<file path="config.mk">
export PLATFORM = sky130hd
export DESIGN_NAME = display_scan_controller
export DESIGN_NICKNAME = d
export VERILOG_FILES = /design/src/rtl/display_scan_controller.sv
export SDC_FILE = /design/constraint.sdc
export NUM_CORES = 1
export LEC_CHECK = 0
export BUFFER_PORTS_ARGS = -buffer_cell sky130_fd_sc_hd__buf_2
export CAP_MARGIN = 25
export CORE_UTILIZATION = 33
export CTS_CLUSTER_DIAMETER = 150
export DETAILED_ROUTE_END_ITERATION = 7
export PLACE_DENSITY_LB_ADDON = 0.2
export SYNTH_ARGS = -nofsm -noshare
export SYNTH_HDL_FRONTEND = slang
export SYNTH_SLANG_ARGS = --single-unit
</file>
<file path="constraint.sdc">
create_clock -name clk -period 5.75 [get_ports clk]
set_input_delay 0.8625 -clock clk [delete_from_list [all_inputs] [get_ports clk]]
set_output_delay 0.8625 -clock clk [all_outputs]
set_load 0.01 [all_outputs]
</file>
<file path="src/rtl/display_scan_controller.sv">
// Time-multiplexed scan controller for a common-anode seven-segment display.
// Shares one external BCD decoder across all digits, with guard blanking and double-buffered loads.
module display_scan_controller #(
    parameter int NUM_DIGITS   = 4,
    parameter int REFRESH_DIV  = 50000,
    parameter int GUARD_CYCLES = 16
) (
    input  logic                    clk,
    input  logic                    rst,
    input  logic                    enable,
    input  logic                    load_req,
    input  logic [4*NUM_DIGITS-1:0] value_in,
    input  logic                    blank_lz,
    output logic                    load_ack,
    output logic [3:0]              decode_out,
    input  logic [6:0]              decoded_in,
    output logic [6:0]              seg,
    output logic [NUM_DIGITS-1:0]   an,
    output logic                    frame_done
);

    localparam int CNT_W = (REFRESH_DIV > 1) ? $clog2(REFRESH_DIV) : 1;
    localparam int IDX_W = (NUM_DIGITS > 1) ? $clog2(NUM_DIGITS) : 1;

    localparam logic [CNT_W-1:0]      SLOT_LAST = CNT_W'(REFRESH_DIV - 1);
    localparam logic [CNT_W-1:0]      GUARD_END = CNT_W'(GUARD_CYCLES);
    localparam logic [IDX_W-1:0]      IDX_LAST  = IDX_W'(NUM_DIGITS - 1);
    localparam logic [6:0]            SEG_OFF   = 7'h7F;
    localparam logic [NUM_DIGITS-1:0] AN_OFF    = {NUM_DIGITS{1'b1}};

    localparam logic [0:0] ST_GUARD = 1'b0;
    localparam logic [0:0] ST_DRIVE = 1'b1;

    logic [0:0]              state;
    logic [CNT_W-1:0]        slot_cnt;
    logic [IDX_W-1:0]        digit_idx;
    logic [4*NUM_DIGITS-1:0] staging;
    logic [4*NUM_DIGITS-1:0] active;
    logic                    pending;
    logic                    restart;
    logic                    blank_slot;

    logic [CNT_W-1:0]        slot_nxt;
    logic [IDX_W-1:0]        idx_nxt;
    logic                    slot_start;
    logic                    frame_wrap;
    logic                    commit;
    logic [4*NUM_DIGITS-1:0] active_nxt;
    logic [3:0]              digit_code;
    logic                    zero_run;
    logic                    blank_nxt;

    // restart marks the first enabled cycle after a dark period; it begins digit 0's slot
    // and is the point where a buffered load gets committed.
    always_comb begin
        slot_nxt   = slot_cnt;
        idx_nxt    = digit_idx;
        slot_start = 1'b0;
        frame_wrap = 1'b0;
        commit     = 1'b0;
        if (!enable) begin
            slot_nxt = '0;
            idx_nxt  = '0;
        end else if (restart) begin
            slot_nxt   = '0;
            idx_nxt    = '0;
            slot_start = 1'b1;
            commit     = pending;
        end else if (slot_cnt == SLOT_LAST) begin
            slot_nxt   = '0;
            slot_start = 1'b1;
            if (digit_idx == IDX_LAST) begin
                idx_nxt    = '0;
                frame_wrap = 1'b1;
                commit     = pending;
            end else begin
                idx_nxt = digit_idx + 1'b1;
            end
        end else begin
            slot_nxt = slot_cnt + 1'b1;
        end
    end

    // Decode and blanking look at the post-commit value so a new frame starts on fresh data.
    always_comb begin
        active_nxt = commit ? staging : active;
        digit_code = active_nxt[{idx_nxt, 2'b00} +: 4];
        zero_run   = 1'b1;
        blank_nxt  = 1'b0;
        for (int k = NUM_DIGITS - 1; k >= 1; k--) begin
            zero_run = zero_run && (active_nxt[4*k +: 4] == 4'd0);
            if (idx_nxt == IDX_W'(k)) begin
                blank_nxt = zero_run;
            end
        end
        blank_nxt = blank_nxt && blank_lz;
    end

    always_ff @(posedge clk) begin
        if (rst) begin
            staging  <= '0;
            active   <= '0;
            pending  <= 1'b0;
            load_ack <= 1'b0;
        end else begin
            load_ack <= load_req;
            if (commit) begin
                active <= staging;
            end
            if (load_req) begin
                staging <= value_in;
                pending <= 1'b1;
            end else if (commit) begin
                pending <= 1'b0;
            end
        end
    end

    always_ff @(posedge clk) begin
        if (rst) begin
            state      <= ST_GUARD;
            slot_cnt   <= '0;
            digit_idx  <= '0;
            restart    <= 1'b0;
            blank_slot <= 1'b0;
            decode_out <= 4'd0;
            frame_done <= 1'b0;
            an         <= AN_OFF;
            seg        <= SEG_OFF;
        end else begin
            slot_cnt   <= slot_nxt;
            digit_idx  <= idx_nxt;
            restart    <= !enable;
            frame_done <= frame_wrap;
            if (slot_start) begin
                decode_out <= digit_code;
                blank_slot <= blank_nxt;
            end
            if (!enable) begin
                state <= ST_GUARD;
                an    <= AN_OFF;
                seg   <= SEG_OFF;
            end else if (state == ST_GUARD && slot_nxt == GUARD_END) begin
                // decoded_in reflects decode_out loaded at slot start; capture it once and hold.
                state <= ST_DRIVE;
                an    <= ~(NUM_DIGITS'(1) << idx_nxt);
                seg   <= blank_slot ? SEG_OFF : decoded_in;
            end else if (state == ST_DRIVE && slot_start) begin
                state <= ST_GUARD;
                an    <= AN_OFF;
                seg   <= SEG_OFF;
            end
        end
    end

endmodule
</file>
==> reports/qor.csv <==
metric,value,unit
syn_nets,429,
grt_use_total,0.157,
slew-limit-headroom,0.337,
die_width,103,µm
crit_required,5960,ps
synth_cell_types,50,
finalMaxSlewViolations,0,
startpoint,slot_cnt[0],
cts.sinks,71,
syn_inst,399,
fillers,1010,
setup-tns-final,0,ps
power_switching,248,µW
synth_edf_count,0,
synthFlopType,dfxtp_1,
power,1020,µW
rows,36,
clk_latency,360,ps
cts_tree,done,
start_util,0.344,
die_h,103,µm
antenna_found_initial,0,
nNetsFinal,455,
hold_buffers,0,
portBuffers,44,
fin_crit,2900,ps
hp-class,register to register,
setup_violations,0,
io_pins,45,
path_max_fanout,13,
vias_per_cell,5.05,
end_kind,register,
antenna_left,0,
regToRegStartpoint,slot_cnt[0],
yosysMostFrequentCell,dfxtp_1,
dr.pass1.iters,4,
clockPowerShare,0.447,
seq_area_frac_synth,0.419,
max-cap-violations,0,
synth.area.top_cells,"dfxtp_1, mux2i_1, nor2_1",
syn2layout_area_growth,14.5,%
cts_root_buf,clkbuf_8,
synth.top_cell.area_share,0.419,
drc,0,
gp_congestion,0.772,
crit_arrival,3110,ps
dieArea,10700,µm²
vias,2841,
finalHoldViolCount,0,
routedWlPerCell,13.8,µm
outcome,"finished, final reports clean",
syn_area,3390,µm²
p_int,774,µW
ir_worst_vdd,0.134,mV
crit_type,register to register,
comb_power_share,0.053,
swShare,0.243,
yosysWarnings,0,
path_clk_slew,80,ps
fmax,0.345,GHz
synth.avg_cell_area,8.50,µm²
worst_setup_path_start_kind,register,
rsz0062_at_grt,no,
async_flop_share,0,
netlist_top_cells_count,"dfxtp_1, nor2_1, nand2_1, a21oi_1, mux2i_1",
first_iter_violations,83,
finalClockSkew,9.58,ps
grt_pass1_wl,12700,µm
ys_seq_elements,71,
grt_start_max_net_pins,45,
p_per_area,263,nW/µm²
postCtsResizedCells,0,
grt.overflow.total,0,
p_seq_frac,0.500,
totalWireLength,7790,µm
dpl.hpwl,5290,µm
layout_worst_path_cycle_share,0.504,
core_area,9860,µm²
cts_buffer_depth,2,
drive_gt1_frac,0.179,
worst-slew-pin-transition,975,ps
insertedDiodeCount,0,
cts.htree.levels,3,
power.leakage,0.00147,µW
post_cts_buffers,0,
numCtsBuffers,9,
yosysTopAreaCell,dfxtp_1,
hold_start,decode_out[2],
grt_pass1_vias,2509,
registers in the layout, indices dropped and copies added, names as in the netlist, 2 cells and up:
| signal | cells |
|---|---|
| active | 16 |
| an | 4 |
| decode_out | 4 |
| digit_idx | 2 |
| seg | 7 |
| slot_cnt | 16 |
| staging | 16 |
worst paths after layout:
kind / end / cells after the start / slack, ps
min: decode_out[2] / 2 / 460
max reg2reg: decode_out[3] / 7 / 2850
max: decode_out[3] / 7 / 2850
min reg2reg: decode_out[2] / 2 / 460
cells by family (layout without fill, tap and decap cells):
logic type	Yosys count	after routing	share of synthesized area
adders and majority gates	2	2	0.00738
xor gates and xnor gates	17	17	0.0439
muxes	31	31	0.0970
AOI/OAI and AO/OA	67	67	0.116
and+or+nand+nor	176	176	0.266
buffers and inverters	35	66	0.0509
DFF	71	71	0.419
critical path, stage by stage, from the launching register on:
cell      delay (ps)
dfxtp_1          450
ha_1             320
and3_1           260
nand4_1          190
mux2i_2          840
mux2_2           410
a31oi_1          160
a311oi_1         110
power groups by stage:
stage | sequential, µW | combinational, µW | clock (µW)
2_1_floorplan | 519 | 38.6 | 0
3_3_place_gp | 523 | 54.2 | 0
3_5_place_dp | 523 | 54.8 | 0
4_1_cts | 511 | 55.1 | 470
5_1_grt | 513 | 60.6 | 495
6_report | 511 | 54.2 | 457
cell type report:
cell class | count | area [µm²] | share of cell area
multi-input cells | 293 | 1810 | 0.465
flip-flops and latches | 71 | 1420 | 0.366
repair buffers | 48 | 254 | 0.0654
well taps | 133 | 166 | 0.0428
clock buffers | 9 | 124 | 0.0319
clock inverters | 7 | 104 | 0.0267
inverters | 2 | 7.51 | 0.00193
per-stage QoR:
stage	util	cell area, µm²	hold WS (ps)	cells	setup slack [ps]
6_report	0.394	3880	456	563	2850
5_1_grt	0.394	3880	486	563	2590
4_1_cts	0.393	3870	459	562	2730
3_5_place_dp	0.369	3640	447	546	2640
3_3_place_gp	0.369	3640	445	546	2680
2_1_floorplan	-	3390	417	399	3290
per-layer routing:
metal | vias to the layer above | GRT usage | share of wire
li1 | 1457 | - | -
met1 | 1323 | 0.212 | 0.49
met5 | - | 0 | 0
met3 | 8 | 0.0517 | 0.048
met2 | 53 | 0.236 | 0.45
met4 | 0 | 0.0488 | 0.0094
cell usage in the layout, fill, tap and decap left out, types with 9 or more instances in the layout:
cell type and count:
buf_2 44, nand2_1 41, clkbuf_8 9, mux2i_1 27
dfxtp_1 71, a21oi_1 36, nand3_1 10, o21ai_0 11
nor3_1 18, xnor2_1 9, nor2_1 60
No activity file was read; power rests on OpenSTA's default activity.
